===== src/rtl/cam_defs.sv =====
// Shared CAM definitions: FSM state encodings used by both the writer and the
// search-side CAM, plus the decimal digit helper for the address display.
package cam_defs;

    typedef enum logic [1:0] {
        ST_IDLE  = 2'd0,
        ST_SCAN  = 2'd1,
        ST_WRITE = 2'd2,
        ST_DONE  = 2'd3
    } cam_state_t;

    // Decimal digit of value at the given place (1 = units, 10 = tens, ...).
    function automatic logic [3:0] dec_digit(input int unsigned value, input int unsigned place);
        return 4'((value / place) % 32'd10);
    endfunction

endpackage


===== src/rtl/cam_writer_bcd.sv =====
// BCD digit to seven-segment decoder, segments {g,f,e,d,c,b,a}, active high.
module cam_writer_bcd (
    input  logic [3:0] digit,
    output logic [6:0] seg
);

    always_comb begin
        unique case (digit)
            4'd0:    seg = 7'h3F;
            4'd1:    seg = 7'h06;
            4'd2:    seg = 7'h5B;
            4'd3:    seg = 7'h4F;
            4'd4:    seg = 7'h66;
            4'd5:    seg = 7'h6D;
            4'd6:    seg = 7'h7D;
            4'd7:    seg = 7'h07;
            4'd8:    seg = 7'h7F;
            4'd9:    seg = 7'h6F;
            default: seg = 7'h00;
        endcase
    end

endmodule


===== src/rtl/cam_writer.sv =====
// CAM insert/delete engine: linear scan for a duplicate or the lowest free
// entry, then write; combinational read-back port and seven-segment display.
module cam_writer
    import cam_defs::*;
#(
    parameter int dataSize    = 5,
    parameter int addressSize = 5
) (
    input  logic                   clk,
    input  logic                   rst,
    input  logic                   writeReq,
    input  logic [dataSize-1:0]    writeData,
    input  logic                   delReq,
    input  logic [addressSize-1:0] delAddr,
    input  logic [addressSize-1:0] rdAddr,
    output logic [dataSize-1:0]    rdData,
    output logic                   rdValid,
    output logic                   busy,
    output logic                   done,
    output logic                   dup,
    output logic                   full,
    output logic [addressSize-1:0] address_out,
    output logic [6:0]             dispU,
    output logic [6:0]             dispT
);

    localparam int DEPTH = 2 ** addressSize;
    localparam logic [addressSize-1:0] LAST = {addressSize{1'b1}};

    cam_state_t             state, state_next;
    logic [addressSize-1:0] ptr;
    logic [addressSize-1:0] free_addr;
    logic                   free_found;
    logic [dataSize-1:0]    data_q;
    logic [DEPTH-1:0]       valid;
    logic [dataSize-1:0]    mem [DEPTH];

    logic hit, is_last, can_write;

    // NOTE: every combinational output gets a default first so no path infers a latch.
    always_comb begin
        hit        = valid[ptr] && (mem[ptr] == data_q);
        is_last    = (ptr == LAST);
        // The last entry itself may be the first free one, recorded on this same edge.
        can_write  = free_found || !valid[ptr];
        state_next = state;
        unique case (state)
            ST_IDLE:  if (writeReq) state_next = ST_SCAN;
            ST_SCAN: begin
                if (hit)          state_next = ST_DONE;
                else if (is_last) state_next = can_write ? ST_WRITE : ST_DONE;
            end
            ST_WRITE: state_next = ST_DONE;
            ST_DONE:  state_next = ST_IDLE;
            default:  state_next = ST_IDLE;
        endcase
    end

    always_ff @(posedge clk) begin
        if (!rst) begin
            state       <= ST_IDLE;
            ptr         <= '0;
            free_addr   <= '0;
            free_found  <= 1'b0;
            dup         <= 1'b0;
            full        <= 1'b0;
            address_out <= '0;
            valid       <= '0;
        end else begin
            state <= state_next;
            unique case (state)
                ST_IDLE: begin
                    if (writeReq) begin
                        ptr        <= '0;
                        dup        <= 1'b0;
                        full       <= 1'b0;
                        free_found <= 1'b0;
                    end else if (delReq) begin
                        valid[delAddr] <= 1'b0;
                    end
                end
                ST_SCAN: begin
                    if (hit) begin
                        dup         <= 1'b1;
                        address_out <= ptr;
                    end else begin
                        if (!valid[ptr] && !free_found) begin
                            free_addr  <= ptr;
                            free_found <= 1'b1;
                        end
                        if (!is_last)
                            ptr <= ptr + 1'b1;
                        else if (!can_write) begin
                            full        <= 1'b1;
                            address_out <= '0;
                        end
                    end
                end
                ST_WRITE: begin
                    valid[free_addr] <= 1'b1;
                    address_out      <= free_addr;
                end
                ST_DONE: ;
                default: ;
            endcase
        end
    end

    // NOTE: the data array and latched value carry no reset; valid bits alone
    // decide whether an entry exists, which keeps the storage a plain RAM.
    always_ff @(posedge clk) begin
        if (state == ST_IDLE && writeReq)
            data_q <= writeData;
        if (rst && state == ST_WRITE)
            mem[free_addr] <= data_q;
    end

    assign rdData  = mem[rdAddr];
    assign rdValid = valid[rdAddr];
    assign busy    = (state != ST_IDLE);
    assign done    = (state == ST_DONE);

    logic [3:0] digit_u, digit_t;
    assign digit_u = dec_digit(32'(address_out), 32'd1);
    assign digit_t = dec_digit(32'(address_out), 32'd10);

    cam_writer_bcd u_bcd_units (.digit(digit_u), .seg(dispU));
    cam_writer_bcd u_bcd_tens  (.digit(digit_t), .seg(dispT));

endmodule


===== config.mk =====
export PLATFORM = sky130hd
export DESIGN_NAME = cam_writer
export DESIGN_NICKNAME = d
export VERILOG_FILES = /design/src/rtl/cam_defs.sv /design/src/rtl/cam_writer_bcd.sv /design/src/rtl/cam_writer.sv
export SDC_FILE = /design/constraint.sdc
export NUM_CORES = 1
export LEC_CHECK = 0
export CAP_MARGIN = 30
export CORE_AREA = 2 2 147 149
export DETAILED_ROUTE_END_ITERATION = 8
export DIE_AREA = 0 0 149 151
export HOLD_SLACK_MARGIN = 0.05
export PLACE_DENSITY_LB_ADDON = 0.1
export SYNTH_ARGS = -nofsm -noshare
export SYNTH_HDL_FRONTEND = slang
export SYNTH_SLANG_ARGS = --single-unit

===== constraint.sdc =====
create_clock -name clk -period 4.8 [get_ports clk]
set_input_delay 1.44 -clock clk [delete_from_list [all_inputs] [get_ports clk]]
set_output_delay 1.44 -clock clk [all_outputs]
set_load 0.005 [all_outputs]

# [Word-level counts from Yosys, hierarchy flattened]
# Memory sizes are Yosys's and may differ from the RTL's. A register that Yosys moved wholly into a read port is not among the register bits.
# Cells that the tools add are included.
[classes] n_addsub=1 div=3 magnitude_cmp=6 eq_ne=16 mux=38 bitwise_logic=4 reduce_logical=22
[op_table] op="$mux W32" count=2
[op_table] op="$pmux W32 S2" count=1
[op_table] op="$mux W5" count=8
[op_table] op="$and A32 B32 Y32" count=1
[op_table] op="$div A5 B4 Y32 const B" count=1
[op_table] op="$mod A32 B4 Y32 const B" count=1
[op_table] op="$mod A5 B4 Y32 const B" count=1
[op_table] op="$not A32 Y32" count=1
[op_table] op="$or A32 B32 Y32" count=1
[op_table] op="$lt A5 B6 Y1 const B" count=4
[op_table] op="$pmux W5 S2" count=2
[op_table] op="$ne A2 B2 Y1 const B" count=9
[op_table] op="$mux W1" count=14
[op_table] op="$reduce_and A3 Y1" count=4
[op_table] op="$bmux W1 S5" count=2
[op_table] op="$demux W1 S5" count=2
[op_table] op="$ge A5 B1 Y1 const B" count=2
[op_table] op="$pmux W2 S4" count=1
[op_table] op="$reduce_and A4 Y1" count=2
[op_table] op="$reduce_bool A2 Y1" count=4
[op_table] op="$logic_and A1 B1 Y1" count=6
[op_table] op="$mux W2" count=3
[op_table] op="$ne A3 B3 Y1 const B" count=2
[op_table] op="$pmux W1 S2" count=3
[op_table] op="11 further kinds" count=13
[word_totals] regBits=57 ramBits=160 mem_bits_ro=224 inputBits=19 output_inout_bits=29 word_cells=102 mem_count=3
[mem_list] memory="mem" depth=32 width=5 rd=2 rd_ports_with_merged_regs=1 write_ports=1 line="cam_writer.sv:36" text="logic [dataSize-1:0] mem [DEPTH];"
[mem_list] memory="(name not given)" depth=16 width=7 rd=1 rd_ports_with_merged_regs=0 write_ports=0 line="cam_writer_bcd.sv:8" text="unique case (digit)"
[mem_list] memory="(name not given)" depth=16 width=7 rd=1 rd_ports_with_merged_regs=0 write_ports=0 line="cam_writer_bcd.sv:8"

# [Longest topological paths before layout]
# Gate-level depths: netlist (run 1).
[logic_depth] word_depth=9 ltp_mapped=12 ltp_nobuf=11

# [Cells and area by module]
# Synthesis (run 1) repeated with hierarchy kept, for this count alone.
[hier_totals] hier_cells=805 hier_area_um2=11437.2
[by_module_without_submodules] mod="cam_writer" instances=1 cells_per_inst=753 area_per_inst_um2=11034.3 seq_area_each_um2=6095.8
[by_module_without_submodules] mod="cam_writer_bcd" instances=2 cells_per_inst=26 area_per_inst_um2=201.4 seq_area_each_um2=0.0

# [Worst setup path after synthesis (run 1)]
# Ideal clock, no wire load.
[synth_timing] path_kind="input to output" start="in rdAddr[0]" end="out rdData[0]" t_arrival_ns=3.536 required_time_ns=3.360 slack_ns=-0.176 stages=5 path_buffers=2 path_cell_list="buf_2 -> buf_1 -> mux4_2 -> mux4_2 -> mux2_2"
[synth_between] elab_chain_len=1
[synth_rtl] element="start, declared" line="cam_writer.sv:15" text="input logic [addressSize-1:0] rdAddr,"
[synth_rtl] element="$mem_v2 Z32 W5"
[synth_rtl] element="end, declared" line="cam_writer.sv:16" text="output logic [dataSize-1:0] rdData,"
# Every way passes these cells.

# [Worst setup path after layout (run 1)]
[layout_timing] start="in rdAddr[0]" end="out rdData[3]"
# Same word-level chain as after synthesis.

==> run metrics, run 1 <==
first-pass GRT wire length=between 40000 and 50000 um; hold depth=2; Max FO, Critical Path=6; count of cell types in the netlist=60; Cell Rows=53; pin count of the biggest net entering global routing=50; Max VDD drop=0.000376 V; H-tree depth=1; Via density=approximately 6.6; Cells after Synth=855; Critical Path AT=about 3.3 ns; FF+latch count, synth=about 220; synthesized cell area=11300 um2; post-layout util=0.634; number of flops mapped to enable cells by yosys=165; FFs w/ async S/R, synth=0; dominant cells by area after synthesis=edfxtp_1 (44%), mux4_2 (15%), dfxtp_1 (10%); fin crit share=0.993; Clock Latency Late Sink=0.51 ns; commonest non-fill, non-tap cell in the layout=edfxtp_1; die area=22500 um2; Max Slew Vio Count=0; Pwr Density=433 nW/um2; Pwr Total=5.72 mW; GR Overflow Total=0; Hold Vio Cnt, Final=0; CTS Buf Count=23; Worst Setup End Kind=output port; Final TNS setup=0 ns; # Max-Cap Violations=0; core box area=approximately 21000 um2; syn_nets=about 890; r2r worst-path depth=9; Area growth, synth to finish=17.1%; Vias=8044; ratio of cells with drive above 1 in the final layout=0.211; Lkg Pwr=between 4 and 5 nW; sequential share of the synthesized area=0.541; status=finished, final reports clean; most frequent cells in the layout=edfxtp_1 (165), nor2_1 (84), mux4_2 (77), nand2_1 (74), mux2i_1 (68); Ports=48; initial drt markers=roughly 840; Yosys top cell area share=0.440; RePlAce Congestion=0.965; GRT Total Usage=0.283; clock buffer depth=3; Clock Sink Count=about 220; PortBufs=46; Root Buffer=clkbuf_16; router iterations before antenna repair=5; Worst Path Class, Setup=input port to output port; fmax=around 210 MHz; Rel. slew slack=0.404; Worst-Margin Slew=approximately 0.89 ns; CTS tree=built; Worst Path Required=~3.4 ns; syn avg cell area=about 13 um2; HPWL Detailed=between 20000 and 25000 um; Clock Skew=around 0.0071 ns; Critical Path Start Type=input port; vias in the first global route=7837; Warnings, synthesis=0; WL per Instance=about 26 um; Hold Path Class=flop to flop; final net count=954; die width=approximately 150 um; final antenna-violating net count=0; minimum clock period=between 4 and 5 ns; Synth Flop Type=edfxtp_1; Initial Util=0.541; Synth area leader=edfxtp_1; ANT cells=0; final wirelength=31500 um; CTS clk-pin slew, worst paths=about 0.060 ns; initial antenna violation count=0; final setup violation count=0; DRC=0; Die H=151 um
-- sequential cells by signal, summed over array words and instances, names as in the netlist, named ones only --
register	cells
address_out	5
data_q	5
dup	1
free_addr	5
free_found	1
full	1
mem	160
ptr	5
state	2
valid	32
-- report_power, final --
group	total [mW]	internal, mW	switching (mW)	leakage [nW]
sequential	2.30	2.21	0.0965	1.95
clock	1.97	1.22	0.750	0.407
combinational	1.45	0.666	0.786	2.01
total	5.72	4.09	1.63	4.36
-- critical path, cell delays in order --
cell,delay (ns)
buf_16,0.11
buf_12,0.13
buf_12,0.12
mux4_2,0.49
mux4_2,0.52
mux2_4,0.29
clkdlybuf4s15_1,0.20
-- cells in the mapped netlist (15+ instances only) --
| cell | n |
|---|---|
| a21oi_1 | 37 |
| nor2b_1 | 16 |
| o21ai_0 | 33 |
| mux2i_1 | 68 |
| nand2_1 | 74 |
| mux4_2 | 77 |
| nor2_1 | 84 |
| edfxtp_1 | 165 |
| dfxtp_1 | 57 |
| clkbuf_1 | 26 |
| a22oi_1 | 24 |
| mux2_2 | 15 |
-- final timing paths --
path / startpoint / to / slack, ns
setup / recovery: rdAddr[0] / rdData[3] / 0.04
setup reg to reg: flop / address_out[3]$_SDFFE_PN0P_ / 1.26
hold / removal: valid[10]$_SDFFE_PN0P_ / valid[10]$_SDFFE_PN0P_ / 0.50
hold reg to reg: valid[10]$_SDFFE_PN0P_ / valid[10]$_SDFFE_PN0P_ / 0.50
-- logic make-up after synthesis --
kind of cell / count (synthesis) / synth area share
other cells: 1 / 0.000333
compound gates: 148 / 0.0826
buf+inv: 63 / 0.0265
xor+xnor: 7 / 0.00544
fa+ha+maj: 13 / 0.0144
flops: 222 / 0.541
mux: 162 / 0.233
simple gates: 239 / 0.0972
-- per-stage QoR --
| step | setup WS [ns] | instances | hold WS (ns) | instance area, um2 |
|---|---|---|---|---|
| 2_1_floorplan | 0.0874 | 855 | 0.460 | 11300 |
| 3_3_place_gp | -0.247 | 1154 | 0.477 | 12100 |
| 3_5_place_dp | -0.248 | 1156 | 0.467 | 12100 |
| 4_1_cts | 0.00569 | 1207 | 0.502 | 13200 |
| 5_1_grt | -0.0796 | 1213 | 0.534 | 13200 |
| 6_report | 0.0357 | 1213 | 0.499 | 13200 |
-- timing repair --
| item | in CTS | in global routing |
|---|---|---|
| gates cloned | 2 | 0 |
| pin swaps | 0 | 2 |
| resized for setup | 29 | 10 |
| setup buffers | 8 | 6 |
| endpoints found under the setup margin | 12 | 8 |
| hold buffers | 0 | 0 |
-- metal layers --
metal  wire length (um)  part of all wire  track usage  vias to the layer above
met5                  0                 0            0                        -
met1              12300              0.39        0.390                     3998
met3               2970             0.094       0.0437                       86
met2              15100              0.48        0.467                      517
li1                   -                 -            -                     3443
met4               1070             0.034       0.0967                        0
-- layout make-up --
| class | instances | area [um2] |
|---|---|---|
| Fill cell | 1574 | 7620 |
| Sequential cell | 222 | 6100 |
| Multi-Input combinational cell | 570 | 4910 |
| Timing Repair Buffer | 90 | 952 |
| Clock buffer | 28 | 636 |
| Tap cell | 275 | 344 |
| Clock inverter | 13 | 201 |
| Inverter | 15 | 56.3 |
No activity file was read; power rests on OpenSTA's default activity.
==> run 2, diff against run 1 <==
Settings changed: CELL_PAD_IN_SITES_DETAIL_PLACEMENT from default to 1, CELL_PAD_IN_SITES_GLOBAL_PLACEMENT from default to 2, CORE_AREA 2 2 147 149 to 2 2 244 126, DIE_AREA 0 0 149 151 to 0 0 246 128.
==> run 2 against run 1 <==
Effect of this change:
- non-clock buffer count fell by 2
- worst setup slack better by 0.010 ns
- maximum frequency increased by 0.22%
- sequential share of layout area rose by 0.065 points
- cell count rose by 9.8%
- wire length is 34% higher
- register-to-register slack worse by 0.08 ns
- clock power down 15%
- largest cell class unchanged
- highest routed layer unchanged
==> run metrics, run 2 (synthesis results as in run 1) <==
status=finished, final reports clean; final hold slack=between 0.4 and 0.5 ns; Die H=about 130 um; first-pass GRT wire length=60300 um; r2r worst-path depth=9; P_int=between 3 and 4 mW; Pwr Density=around 420 nW/um2; Clock Sink Count=about 220; # Max-Cap Violations=0; GRT Total Usage=0.273; ratio of cells with drive above 1 in the final layout=0.203; CTS clk-pin slew, worst paths=about 0.07 ns; HPWL Detailed=about 32000 um; Root Buffer=clkbuf_16; Lkg Pwr=~4.2 nW; setup slack, reg-to-reg=roughly 1.2 ns; most frequent cells in the layout=edfxtp_1 (165), nor2_1 (84), mux4_2 (77), nand2_1 (74), mux2i_1 (68); Ports=48; fin crit share=0.990; CP peak stage delay=between 0.5 and 0.6 ns; CP Cell Sequence=buf_16 -> buf_16 -> mux4_2 -> mux4_2 -> mux2_2 -> dlygate4sd2_1; commonest non-fill, non-tap cell in the layout=edfxtp_1; Flop pwr share=0.414; vias in the first global route=8121; Clock Power Share=0.303; RePlAce Congestion=0.964; PortBufs=46; Clock Skew=~0.024 ns; minimum clock period=4.75 ns; final antenna-violating net count=0; worst setup path startpoint=rdAddr[0]; Cell Rows=45; max FFs per register=160; largest registers=mem (160), valid (32); Critical Path Start Type=input port; Worst Setup End Kind=output port; switching power=between 1.5 and 2 mW; ANT cells=0; Comb power frac=0.283; Critical Path AT=around 3.3 ns; Clock Latency Late Sink=0.54 ns; core box area=about 30000 um2; CTS Buf Count=22; initial antenna violation count=0; final wirelength=about 42000 um; Cell Count, Final, Fillers Out=1332; Vias=between 8000 and 9000; Worst Path Required=3.36 ns; Worst-Margin Slew=slightly below 0.9 ns; die area=about 31000 um2; Biggest register=mem; Max VDD drop=0.000346 V; Via density=6.23; Hold Path Class=flop to flop; GR Overflow Total=0; Area growth, synth to finish=16.9%; fmax=roughly 210 MHz; final setup violation count=0; die width=around 250 um; DRC=0; WL per Instance=approximately 32 um; router iterations before antenna repair=5; initial drt markers=955; H-tree depth=1; Hold Vio Cnt, Final=0; Max FO, Critical Path=14; clock buffer depth=3; pin count of the biggest net entering global routing=slightly below 60; Rel. slew slack=0.411; unrepaired setup endpoints after global routing=yes; CTS Hold Bufs=0; R2R Path End=state[1]$_SDFFE_PN0P_; final net count=~950; DP Cell Count=roughly 1300; Crit-path slowest cell=mux4_2; Setup crit end=rdData[2]; Final TNS setup=0 ns; CTS tree=built; Max Slew Vio Count=0; Worst Path Class, Setup=input port to output port; Initial Util=0.381; switching portion of total power=0.315
## run 2: changes by cell type in the layout (fill, tap and decap cells not counted), sizes merged, moves of 2 or more
cell,change
clkinvlp,+3
bufinv,-4
dlygate4sd2,+3
clkinv,+5
clkbuf,-5
inv,-3
buf,-2
clkdlybuf4s15,-2
## run 2: timing repair
action	in CTS	in global routing
setup endpoints to repair	10	6
gates resized for setup	24	11
pin swaps	0	3
gates cloned	3	0
setup buffers	4	4
## run 2: through the flow
| stage | area [um2] | util | power, mW | setup WS [ns] |
|---|---|---|---|---|
| floorplan | 11300 | - | 3.15 | 0.0874 |
| global placement | 12300 | 0.416 | 3.75 | -0.206 |
| detailed placement | 12300 | 0.416 | 3.80 | -0.279 |
| CTS | 13100 | 0.445 | 5.51 | -0.0160 |
| global route | 13200 | 0.446 | 5.78 | 0.00627 |
| finish | 13200 | 0.446 | 5.54 | 0.0460 |
## run 2: power groups by stage
stage                     clock network, mW  logic (mW)  registers [mW]
after floorplan                           0       0.813            2.34
after global placement                    0        1.42            2.33
after detailed placement                  0        1.47            2.33
after CTS                              1.71        1.51            2.29
after global routing                   1.79        1.70            2.30
final                                  1.68        1.57            2.30
## run 2: critical path, delay by kind of cell
| family | cells | cell delay [ns] |
|---|---|---|
| buffers and inverters | 3 | 0.58 |
| muxes | 3 | 1.26 |
## run 2: cell type report
cell class                      instances  area (um2)
Clock buffer                           24         558
Clock inverter                         14         118
Fill cell                            3024       16400
Inverter                               15        58.8
Multi-Input combinational cell        570        4920
Sequential cell                       222        6100
Tap cell                              399         499
Timing Repair Buffer                   88         927
## run 2: worst min-delay path by stage
stage | start | end | cells past startpoint
5_1_grt | full$_SDFFE_PN0P_ | full$_SDFFE_PN0P_ | 2
2_1_floorplan | valid[22]$_SDFFE_PN0P_ | valid[22]$_SDFFE_PN0P_ | 2
3_5_place_dp | full$_SDFFE_PN0P_ | full$_SDFFE_PN0P_ | 2
6_report | full$_SDFFE_PN0P_ | full$_SDFFE_PN0P_ | 2
4_1_cts | full$_SDFFE_PN0P_ | full$_SDFFE_PN0P_ | 2
3_3_place_gp | full$_SDFFE_PN0P_ | full$_SDFFE_PN0P_ | 2
## run 2: metal layers
metal / share of wire / global-route usage / vias to the layer above
met3: 0.16 / 0.150 / 35
li1: - / - / 3432
met1: 0.50 / 0.446 / 4318
met5: 0 / 0 / -
met2: 0.33 / 0.304 / 519
met4: 0.010 / 0.0299 / 0
